<file path="src/rtl/branch_redirect_pkg.sv">
// Shared constants and helpers for the branch redirect unit: opcodes, BHT reset value,
// immediate extraction and the 2-bit saturating counter step.
package branch_redirect_pkg;

  localparam logic [6:0] OPC_BRANCH  = 7'b1100011;
  localparam logic [6:0] OPC_JAL     = 7'b1101111;
  localparam logic [1:0] BHT_RST_VAL = 2'b01;

  localparam logic ST_IDLE  = 1'b0;
  localparam logic ST_FLUSH = 1'b1;

  function automatic logic [31:0] imm_b(input logic [31:0] instr);
    return {{19{instr[31]}}, instr[31], instr[7], instr[30:25], instr[11:8], 1'b0};
  endfunction

  function automatic logic [31:0] imm_j(input logic [31:0] instr);
    return {{11{instr[31]}}, instr[31], instr[19:12], instr[20], instr[30:21], 1'b0};
  endfunction

  function automatic logic [1:0] ctr_next(input logic [1:0] ctr, input logic taken);
    if (taken) return (ctr == 2'b11) ? ctr : ctr + 2'b01;
    else       return (ctr == 2'b00) ? ctr : ctr - 2'b01;
  endfunction

endpackage

</file>
<file path="src/rtl/bp_bht.sv">
// Branch history table: array of 2-bit saturating counters with one combinational read
// port and one saturating update port. Reads see the pre-update value (no bypass).
module bp_bht
  import branch_redirect_pkg::*;
#(
  parameter int unsigned IDX_W = 4
) (
  input  logic             clk,
  input  logic             rst,
  input  logic [IDX_W-1:0] rd_idx,
  output logic [1:0]       rd_ctr,
  input  logic             upd_en,
  input  logic [IDX_W-1:0] upd_idx,
  input  logic             upd_taken
);

  localparam int unsigned Entries = 1 << IDX_W;

  logic [1:0] ctr_q [Entries];

  assign rd_ctr = ctr_q[rd_idx];

  always_ff @(posedge clk) begin
    if (rst) begin
      for (int i = 0; i < Entries; i++) ctr_q[i] <= BHT_RST_VAL;
    end else if (upd_en) begin
      ctr_q[upd_idx] <= ctr_next(ctr_q[upd_idx], upd_taken);
    end
  end

endmodule

</file>
<file path="src/rtl/branch_redirect.sv">
// Next-PC redirect logic: fetch-stage static/BHT prediction, EX-stage misprediction
// recovery, a two-cycle pipeline flush and branch/redirect statistics counters.
module branch_redirect
  import branch_redirect_pkg::*;
#(
  parameter int unsigned BHT_IDX_W = 4
) (
  input  logic        clk,
  input  logic        rst,
  input  logic        f_valid_i,
  input  logic [31:0] f_pc_i,
  input  logic [31:0] f_instr_i,
  input  logic        stall_i,
  input  logic        ex_valid_i,
  input  logic        ex_is_branch_i,
  input  logic        ex_is_jalr_i,
  input  logic        ex_taken_i,
  input  logic        ex_pred_taken_i,
  input  logic [31:0] ex_pc_i,
  input  logic [31:0] ex_target_i,
  output logic        pc_jump_o,
  output logic [31:0] pc_i_jump_o,
  output logic        predict_miss_o,
  output logic [31:0] pc_not_jump_o,
  output logic        f_pred_taken_o,
  output logic        flush_o,
  output logic [31:0] br_cnt_o,
  output logic [31:0] miss_cnt_o
);

  logic        state_q, state_d;
  logic        flush_busy;
  logic        is_b, is_jal;
  logic [31:0] fetch_tgt;
  logic [1:0]  bht_ctr;
  logic        fetch_pred;
  logic        ex_live, ex_br_upd;
  logic        ex_redirect_t, ex_redirect_nt, ex_redirect;
  logic [31:0] br_cnt_q, miss_cnt_q;

  assign flush_busy = (state_q == ST_FLUSH);
  assign is_b       = (f_instr_i[6:0] == OPC_BRANCH);
  assign is_jal     = (f_instr_i[6:0] == OPC_JAL);
  assign fetch_tgt  = f_pc_i + (is_jal ? imm_j(f_instr_i) : imm_b(f_instr_i));

  bp_bht #(
    .IDX_W(BHT_IDX_W)
  ) u_bht (
    .clk      (clk),
    .rst      (rst),
    .rd_idx   (f_pc_i[BHT_IDX_W+1:2]),
    .rd_ctr   (bht_ctr),
    .upd_en   (ex_br_upd),
    .upd_idx  (ex_pc_i[BHT_IDX_W+1:2]),
    .upd_taken(ex_taken_i)
  );

  // Gating with ~rst keeps every redirect output quiet while reset is held.
  assign ex_live        = ex_valid_i & ~flush_busy & ~rst;
  assign ex_br_upd      = ex_live & ex_is_branch_i;
  assign ex_redirect_t  = ex_live & (ex_is_jalr_i | (ex_is_branch_i & ex_taken_i & ~ex_pred_taken_i));
  assign ex_redirect_nt = ex_live & ex_is_branch_i & ~ex_taken_i & ex_pred_taken_i;
  assign ex_redirect    = ex_redirect_t | ex_redirect_nt;

  assign fetch_pred = f_valid_i & ~stall_i & ~flush_busy & ~ex_redirect & ~rst &
                      (is_jal | (is_b & bht_ctr[1]));

  assign f_pred_taken_o = fetch_pred;
  assign pc_jump_o      = ex_redirect_t | fetch_pred;
  assign pc_i_jump_o    = ex_redirect_t ? ex_target_i : (fetch_pred ? fetch_tgt : 32'h0);
  assign predict_miss_o = ex_redirect_nt;
  assign pc_not_jump_o  = ex_redirect_nt ? ex_pc_i : 32'h0;
  assign flush_o        = (ex_redirect | flush_busy) & ~rst;

  always_comb begin
    state_d = ST_IDLE;
    if (!flush_busy && ex_redirect) state_d = ST_FLUSH;
  end

  always_ff @(posedge clk) begin
    if (rst) begin
      state_q    <= ST_IDLE;
      br_cnt_q   <= 32'h0;
      miss_cnt_q <= 32'h0;
    end else begin
      state_q <= state_d;
      if (ex_br_upd && (br_cnt_q != 32'hFFFF_FFFF))     br_cnt_q   <= br_cnt_q + 32'd1;
      if (ex_redirect && (miss_cnt_q != 32'hFFFF_FFFF)) miss_cnt_q <= miss_cnt_q + 32'd1;
    end
  end

  assign br_cnt_o   = br_cnt_q;
  assign miss_cnt_o = miss_cnt_q;

endmodule

</file>
<file path="config.mk">
export PLATFORM = sky130hd
export DESIGN_NAME = branch_redirect
export DESIGN_NICKNAME = d
export VERILOG_FILES = /design/src/rtl/branch_redirect_pkg.sv /design/src/rtl/bp_bht.sv /design/src/rtl/branch_redirect.sv
export SDC_FILE = /design/constraint.sdc
export NUM_CORES = 1
export LEC_CHECK = 0
export ABC_CLOCK_PERIOD_IN_PS = 7200
export CAP_MARGIN = 20
export CORE_MARGIN = 4
export CORE_UTILIZATION = 45
export DETAILED_ROUTE_END_ITERATION = 16
export GPL_TIMING_DRIVEN = 0
export PLACE_DENSITY = 0.82
export RECOVER_POWER = 100
export REMOVE_ABC_BUFFERS = 1
export SLEW_MARGIN = 20
export SYNTH_ARGS = -nofsm -noshare
export SYNTH_HDL_FRONTEND = slang
export SYNTH_SLANG_ARGS = --single-unit
</file>
<file path="constraint.sdc">
create_clock -name clk -period 7.2 [get_ports clk]
set_clock_uncertainty 0.05 [all_clocks]
set_input_delay 1.44 -clock clk [delete_from_list [all_inputs] [get_ports clk]]
set_output_delay 1.44 -clock clk [all_outputs]
set_load 0.05 [all_outputs]
</file>
---- Word-level counts from Yosys, hierarchy flattened ----
Memories as Yosys holds them, arrays and structs flattened.
Index checks and enable logic that the tools add are counted.
storage, ports and cells
  word-level logic and storage cells ...... 64
  output and inout bits ................... 132
  input port bits ......................... 137
  memories ................................ 1
  register bits ........................... 65
  bits in latches ......................... 0
  memory bits (read-only) ................. 0
  RAM bits ................................ 32
memories
  name         depth  bits a word  read ports  clocked after memory_dff  write ports  line          source
  u_bht.ctr_q  16     2            2           0                         16           bp_bht.sv:19  logic [1:0] ctr_q [Entries];
cells by class
  equality and inequality tests ........... 5
  add/subtract/negate cells ............... 5
  mux-type cells .......................... 18
  shifts and indexed selects .............. 0
  bitwise gates (word level) .............. 26
  multipliers ............................. 0
  divide/modulo/power cells ............... 0
  reductions and logical operators ........ 6
  magnitude comparators ................... 0
operators with widths
  operator               count
  $mux 32                3
  $add 32x1->32 const B  2
  $ne 32x32->1 const B   2
  $add 32x32->32         1
  $mux 20                1
  $and 1x1->1            15
  $eq 7x7->1 const B     2
  $mux 2                 6
  $mux 1                 7
  $not 1->1              6
  $or 1x1->1             5
  $mux 4                 1
  $logic_and 1x1->1      3
  $add 2x1->2 const B    1
  $eq 2x2->1 const B     1
  $logic_not 2->1        1
  $reduce_or 2->1        1
  $sub 2x1->2 const B    1
  $logic_not 1->1        1

---- Longest topological paths before layout ----
Gate-level depths: netlist (run 1).
  word-level depth ........................ 13
  gate-level depth with buffers ........... 16
  depth with buffers taken out ............ 15

---- Modules after synthesis ----
From an unflattened synthesis (run 1), not the netlist that was laid out.
second synthesis, totals
  cells, all modules ...................... 888
  area total of the unflattened synthesis .. 7353.3 sq um
modules (own cells, without submodules)
  module           seq. area each (sq um)  cells each  area each (sq um)  instances
  branch_redirect  1301.2                  736         5383.9             1
  bp_bht           960.9                   152         1969.4             1

---- Worst setup path after synthesis (run 1) ----
OpenSTA, ideal clock, no wires.
  kind .................................... input to output
  from .................................... input f_instr_i[6]
  to ...................................... output pc_i_jump_o[21]
  arrival time ............................ 5.404 ns
  stages on the path ...................... 16
  path slack .............................. 0.306 ns
  buffers on the path ..................... 1
  data required time ...................... 5.710 ns
  path through ............................ nor2b_1 > nand4_1 > nor2_1 > clkbuf_1 > mux2_2 > ha_1 > inv_1 > fa_1 > nor2b_1 > o21bai_1 > a31oi_1 > o21ai_0 > or3_1 > o21ai_0 > xnor2_1 > o21ai_0
between the ends
  word-level cells in the longest chain between the ends .. 6
  elaborated cells on any way between the ends .. 9
  classes of those cells .................. add/sub: 1; eq/ne: 2; mux: 3; bitwise: 3
RTL lines
  element                                                 line                   source
  from (decl)                                             branch_redirect.sv:12  input logic [31:0] f_instr_i,
  branches (longest 4 deep; another with $add 32x32->32)  -
  $mux 32 * (2 in a row)                                  branch_redirect.sv:70  assign pc_i_jump_o = ex_redirect_t ? ex_target_i : (fetch_pred ? fetch_tgt : 32'h0);
  to (decl)                                               branch_redirect.sv:22  output logic [31:0] pc_i_jump_o,
Mark *: on every way between the ends.

---- Worst setup path in the final report (run 1) ----
  from .................................... input f_instr_i[6]
  to ...................................... output pc_i_jump_o[18]
Same word-level chain as after synthesis.

==> results of run 1 <==
-- per-layer routing --
| layer | global-route usage (%) | routed length (microns) |
|---|---|---|
| met1 | 31.1 | 9600 |
| met2 | 40.7 | 10700 |
| met3 | 6.76 | 1810 |
| met4 | 5.94 | 437 |
| met5 | 0 | 0 |
-- where the power goes --
| part | total, W | switching (W) | internal [W] | leakage (nW) |
|---|---|---|---|---|
| sequential | 0.000573 | 0.00000407 | 0.000569 | 0.805 |
| combinational | 0.000349 | 0.000184 | 0.000165 | 3.18 |
| clock | 0.000483 | 0.000211 | 0.000271 | 0.138 |
| total | 0.00141 | 0.000399 | 0.00101 | 4.12 |
-- area by class of cell --
class	instances	area (sq um)	share of cell area (%)
Inverter	16	60.1	0.587
Sequential cell	97	2260	22.1
Multi-Input combinational cell	702	4640	45.3
Tap cell	211	264	2.58
Clock inverter	6	68.8	0.673
Timing Repair Buffer	272	2710	26.5
Clock buffer	10	229	2.24
-- stage by stage --
step,setup TNS (ns),util (%)
2_1_floorplan,0,-
3_3_place_gp,-73.14,64.7
3_5_place_dp,-15.19,64.8
4_1_cts,-0.00656,66.8
5_1_grt,-0.00413,66.8
6_report,0,66.8
-- registers in the layout, indices dropped and copies added (netlist names) --
signal	count
flush_busy	1
br_cnt_o	32
u_bht.ctr_q	32
miss_cnt_o	32
-- worst paths after layout --
check | endpoint | start
max reg2reg | br_cnt_o[31] | flush_busy
min reg2reg | miss_cnt_o[27] | miss_cnt_o[27]
min | miss_cnt_o[27] | miss_cnt_o[27]
max | pc_i_jump_o[18] | f_instr_i[6]
-- repair_timing --
action,in CTS,in global routing
endpoints found under the setup margin,24,18
cloned,0,0
pin swaps,1,1
setup buffers,0,3
endpoints found under the hold margin,0,0
gates resized for setup,39,14
-- synth_stat cells (4+ instances only) --
cell type,count,area (sq um)
a31oi_1,4,25.0
edfxtp_1,32,961
clkbuf_1,34,128
xnor2_1,33,289
mux4_2,13,293
nor3_1,16,80.1
dfxtp_1,65,1300
nand2_1,93,349
nand2b_1,17,106
o21ai_0,57,285
o21a_1,5,37.5
or3_1,18,113
and2_1,37,231
a21oi_1,43,215
xor2_1,44,385
nand3_1,39,195
nor4_1,7,43.8
or2_2,7,43.8
inv_1,16,60.1
ha_1,35,438
mux2_2,6,67.6
and4_1,9,78.8
nor3b_1,4,30.0
a21o_1,20,150
nand4_1,23,144
and3_1,15,93.8
a22o_1,12,105
nor2b_1,13,81.3
nor2_1,92,345
-- logic make-up after synthesis --
kind of cell               count (synthesis)  synth area share [%]
and+or+nand+nor                          403                  29.2
AOI/OAI and AO/OA                        162                  14.3
DFF                                       97                  31.9
xor gates and xnor gates                  77                  9.50
buffers and inverters                     54                  2.91
adders and majority gates                 38                  6.73
muxes                                     22                  5.50
-- worst register-to-register path, cell delays in order (launching register included) --
cell	delay [ns]
dfxtp_1	0.32
nor3b_1	0.43
nand2_1	0.30
a2111oi_0	0.81
nor2b_1	0.37
nor2b_1	0.20
xnor2_1	0.13
nor2_1	0.05
-- placed cells by master, fill, tap and decap left out, types with 6 or more instances in the layout --
cell type,netlist,routed
xnor2_1,33,33
mux2_2,6,6
and3_1,15,15
nor2_1,92,91
dfxtp_1,65,65
nor2b_1,13,12
a21oi_1,43,44
or3_1,18,18
a22o_1,12,12
nor3_1,16,16
inv_1,16,16
nand2_1,93,93
a21o_1,20,20
clkdlybuf4s15_2,0,6
or2_2,7,7
mux4_2,13,13
dlygate4sd3_1,0,111
and2_1,37,34
clkdlybuf4s50_1,0,137
edfxtp_1,32,32
xor2_1,44,44
nor4_1,7,7
nand2b_1,17,17
and4_1,9,9
ha_1,35,35
nand4_1,23,23
nand3_1,39,39
o21ai_0,57,55
clkbuf_16,0,9
==> impl_metrics.py, run 1 <==
metrics = {
    "routing": {
        "ant_nets": 0,
        "route.detailed.drc": 0,
        "drt_wl_total_mm": 22.6,
        "vias_per_cell": 5.45,
        "wl_per_cell_microns": 17.2,
        "firstDrtPassIters": 4,
        "num_vias": 7162,
        "drt_iter0_drc": 392,
    },
    "placed_design": {
        "pre_cts_slack_ns": -1.05,
        "placedInstanceArea_sq_um": 9930,
        "port_buffers": 268,
        "gp_congestion": 0.961,
        "dpl.cell_count": 1295,
        "dp_hpwl_mm": 17.4,
    },
    "power": {
        "p_leak_nw": 4.12,
        "vdd_drop_max_mv": 0.117,
        "powerDensity_nw_per_um2": 137,
        "p_total_w": 0.00141,
    },
    "job": {
        "maxCapViolCount": 0,
    },
    "clock_network": {
        "cts_tree": "built",
        "cts.clk_slew.worst_paths_ns": 0.06,
        "cts_hold_buf": 0,
        "clockBufferDepth": 2,
        "htreeDepth": 3,
        "clock_latency_ns": 0.35,
        "cts_sinks": 97,
        "numCtsBuffers": 9,
        "cts-root-buf": "clkbuf_16",
    },
    "critical_path": {
        "arrival_ns": 5.59,
        "critPathCaptureType": "output pin",
        "worstSetupStartpointType": "primary input",
        "cp_cell_sequence": "clkdlybuf4s50_1, nor2b_1, nand4_1, nor2_4, buf_12, mux2_2, ha_1, a21o_1, and4_1, o21ai_0, nand2_1, a31o_2, a311oi_1, xnor2_1, a22o_1, clkdlybuf4s15_2",
        "worstSetupPathType": "primary input to output pin",
        "worst-path-max-fanout": 12,
        "reg2reg_depth": 7,
        "rrSetupSlack_ns": 4.45,
        "crit_path_max_incr_delay_ns": 0.48,
        "critPathSlowestCell": "clkdlybuf4s50_1",
        "critical_path_required_ns": 5.71,
        "cp_num_buf_inv": 3,
        "cp_top_family": "compound AO/OA/AOI/OAI gates",
        "cp.depth": 16,
    },
    "floorplanning": {
        "die_x_microns": 134,
        "rows": 45,
        "ios": 269,
        "die_area_sq_um": 17900,
        "die_y_microns": 134,
        "core_sq_um": 15300,
        "start_util_pct": 46.4,
    },
    "yosys": {
        "synth_cells": 853,
        "seq_area_frac_synth_pct": 31.9,
        "synth_edf_count": 32,
        "post_synth.cell_area_avg_sq_um": 8.33,
        "synth_cell_type_count": 61,
        "yosys_most_used_dff": "dfxtp_1",
        "synth.cell_area_sq_um": 7100,
        "yosys_warnings": 0,
        "ys_ff_latch": 97,
        "async_flop_share_pct": 0,
    },
    "hold_path": {
        "timing.hold.worst_path_depth": 2,
        "min_path_type": "flip-flop to flip-flop",
    },
    "sta": {
        "fin_crit_sh_pct": 98.3,
        "worst_pin_slew_ns": 1.20,
        "clock.fmax_mhz": 141,
        "slew_headroom_pct": 19.3,
        "timing.hold.ws_ns": 0.458,
        "setup_viol": 0,
        "setup_slack_ns": 0.122,
        "finalHoldViolCount": 0,
        "period_needed_ns": 7.08,
        "slew_violations": 0,
    },
    "finish": {
        "final_cell_count_no_fill": 1314,
        "fillers": 1315,
        "diodes": 0,
        "area_growth_pct": 44.0,
        "final_nets": 1271,
        "drive_gt1_share_pct": 6.62,
        "fin_area_sq_um": 10200,
    },
    "grt": {
        "grt_pass1_wl_mm": 35.7,
        "grt_max_degree": 71,
        "track_usage_pct": 24.3,
        "antenna_found_initial": 1,
        "grt_pass1_vias": 6977,
        "overflow": 0,
    },
    "outcome": {
        "status": "completed",
    },
}
Note: power is estimated with default switching activity, not from simulation.
==> run 2, diff against run 1 <==
--- a/config.mk
+++ b/config.mk
@@ -7,11 +7,13 @@
 export LEC_CHECK = 0
 export ABC_CLOCK_PERIOD_IN_PS = 7200
 export CAP_MARGIN = 20
+export CORE_ASPECT_RATIO = 1.5
 export CORE_MARGIN = 4
-export CORE_UTILIZATION = 45
+export CORE_UTILIZATION = 65
 export DETAILED_ROUTE_END_ITERATION = 16
+export DONT_BUFFER_PORTS = 1
 export GPL_TIMING_DRIVEN = 0
-export PLACE_DENSITY = 0.82
+export PLACE_DENSITY = 0.81
 export RECOVER_POWER = 100
 export REMOVE_ABC_BUFFERS = 1
 export SLEW_MARGIN = 20
==> impl_metrics.py, run 2 (same netlist as run 1, synthesis figures left out) <==
metrics = {
    "sta": {
        "worst_pin_slew_ns": 1.61,
        "slew_violations": 10,
        "clock.fmax_mhz": 146,
        "setup_viol": 0,
        "tns_ns": 0,
        "finalHoldViolCount": 0,
        "timing.hold.ws_ns": 0.690,
        "fin_crit_sh_pct": 95.0,
        "grt_setup_unrepaired": "false",
        "period_needed_ns": 6.84,
        "slew_headroom_pct": -8.50,
    },
    "grt": {
        "grt_pass1_wl_mm": 31.1,
        "antenna_found_initial": 0,
        "grt_pass1_vias": 6213,
        "track_usage_pct": 30.8,
        "grt_max_degree": 84,
        "overflow": 0,
    },
    "routing": {
        "drt_iter0_drc": 400,
        "firstDrtPassIters": 5,
        "num_vias": 6324,
        "route.detailed.drc": 0,
        "drt_wl_total_mm": 20.1,
        "ant_nets": 0,
        "vias_per_cell": 6.48,
        "wl_per_cell_microns": 20.6,
    },
    "floorplanning": {
        "die_y_microns": 136,
        "die_area_sq_um": 12700,
        "start_util_pct": 66.7,
        "rows": 46,
        "ios": 269,
        "die_x_microns": 93.3,
        "core_sq_um": 10600,
    },
    "hold_path": {
        "min_path_type": "flip-flop to flip-flop",
        "holdPathEnd": "br_cnt_o[1]",
        "timing.hold.worst_path_depth": 2,
        "hold_path_startpoint": "br_cnt_o[1]",
    },
    "clock_network": {
        "cts_setup_buffers": 0,
        "clock_latency_ns": 0.34,
        "cts.clk_slew.worst_paths_ns": 0.06,
        "htreeDepth": 3,
        "cts_sinks": 97,
        "post_cts_resized": 1,
        "cts-root-buf": "clkbuf_16",
        "clockBufferDepth": 2,
        "cts_tree": "built",
        "cts_hold_buf": 0,
        "numCtsBuffers": 9,
    },
    "critical_path": {
        "critical_path_required_ns": 5.71,
        "critPathCaptureType": "output pin",
        "worstSetupStartpointType": "primary input",
        "reg2reg_from": "br_cnt_o[10]",
        "worst-path-max-fanout": 14,
        "rrSetupSlack_ns": 4.00,
        "reg2reg_depth": 8,
        "arrival_ns": 5.35,
        "r2r_end": "br_cnt_o[27]",
        "worstSetupPathType": "primary input to output pin",
    },
    "power": {
        "p_leak_nw": 2.68,
        "powerDensity_nw_per_um2": 174,
        "p_total_w": 0.00129,
        "vdd_drop_max_mv": 0.170,
    },
    "finish": {
        "area_growth_pct": 4.63,
        "fillers": 874,
        "fin_area_sq_um": 7430,
        "final_common_cell": "nand2_1",
        "final_nets": 999,
        "final_cell_mix": "nand2_1 (93), nor2_1 (91), dfxtp_1 (65)",
        "drive_gt1_share_pct": 6.86,
        "final_cell_count_no_fill": 976,
    },
    "job": {
        "maxCapViolCount": 12,
    },
    "outcome": {
        "status": "complete, but fails checks",
        "violations": "capacitance limit, slew limit",
    },
    "placed_design": {
        "gp_congestion": 1.05,
        "dp_hpwl_mm": 15.8,
        "port_buffers": 0,
        "dpl.cell_count": 959,
        "placedInstanceArea_sq_um": 7140,
    },
}
run 2: cell types whose count changed in the layout (fill, tap and decap cells not counted), moves of 6 or more:
| cell | change |
|---|---|
| dlygate4sd3_1 | -111 |
| and2_1 | -32 |
| and2_0 | +32 |
| clkdlybuf4s50_1 | -137 |
| clkdlybuf4s15_2 | -6 |
run 2: cell type report:
| cell class | instances | area (sq um) | area share [%] |
|---|---|---|---|
| Multi-Input combinational cell | 702 | 4630 | 62.2 |
| Sequential cell | 97 | 2260 | 30.4 |
| Clock buffer | 12 | 279 | 3.75 |
| Tap cell | 144 | 180 | 2.42 |
| Inverter | 16 | 60.1 | 0.808 |
| Clock inverter | 4 | 21.3 | 0.286 |
| Antenna cell | 1 | 2.50 | 0.0337 |
run 2: where the power goes:
group / internal (W) / switching (W)
combinational: 0.0000901 / 0.000154
sequential: 0.000570 / 0.00000772
clock: 0.000275 / 0.000196
run 2: how the worst max path moves through the flow:
stage / from / end / slack, ns / cells past startpoint
final: f_instr_i[6] / pc_i_jump_o[21] / 0.36 / 15
after global routing: f_instr_i[6] / pc_i_jump_o[21] / 0.07 / 15
after CTS: f_instr_i[6] / pc_i_jump_o[21] / 0.02 / 15
after detailed placement: f_instr_i[6] / pc_i_jump_o[21] / -0.24 / 15
after global placement: f_instr_i[6] / pc_i_jump_o[21] / -0.55 / 15
after floorplan: f_instr_i[6] / pc_i_jump_o[21] / 0.26 / 15
run 2: worst max-delay path, cell delays in order:
cell      delay [ns]
nor2b_1         0.11
nand4_1         0.21
nor2_4          0.37
mux2_2          0.22
ha_1            0.17
inv_1           0.06
fa_1            0.40
nor2b_1         0.17
o21bai_1        0.09
a31oi_1         0.28
o21ai_0         0.34
or3_1           0.45
o21ai_0         0.42
xnor2_1         0.14
o21ai_2         0.48
run 2: metal layers:
| metal | wire length [microns] | share of wire [%] | track usage [%] |
|---|---|---|---|
| met1 | 6880 | 34 | 32.7 |
| met2 | 10800 | 54 | 56.0 |
| met3 | 1670 | 8.3 | 8.97 |
| met4 | 765 | 3.8 | 13.0 |
| met5 | 0 | 0 | 0 |
run 2: metrics by stage:
| step | setup WS, ns | utilization (%) |
|---|---|---|
| after floorplan | 0.260 | - |
| after global placement | -0.554 | 67.0 |
| after detailed placement | -0.240 | 67.0 |
| after CTS | 0.0194 | 69.9 |
| after global routing | 0.0682 | 69.8 |
| final | 0.357 | 69.8 |
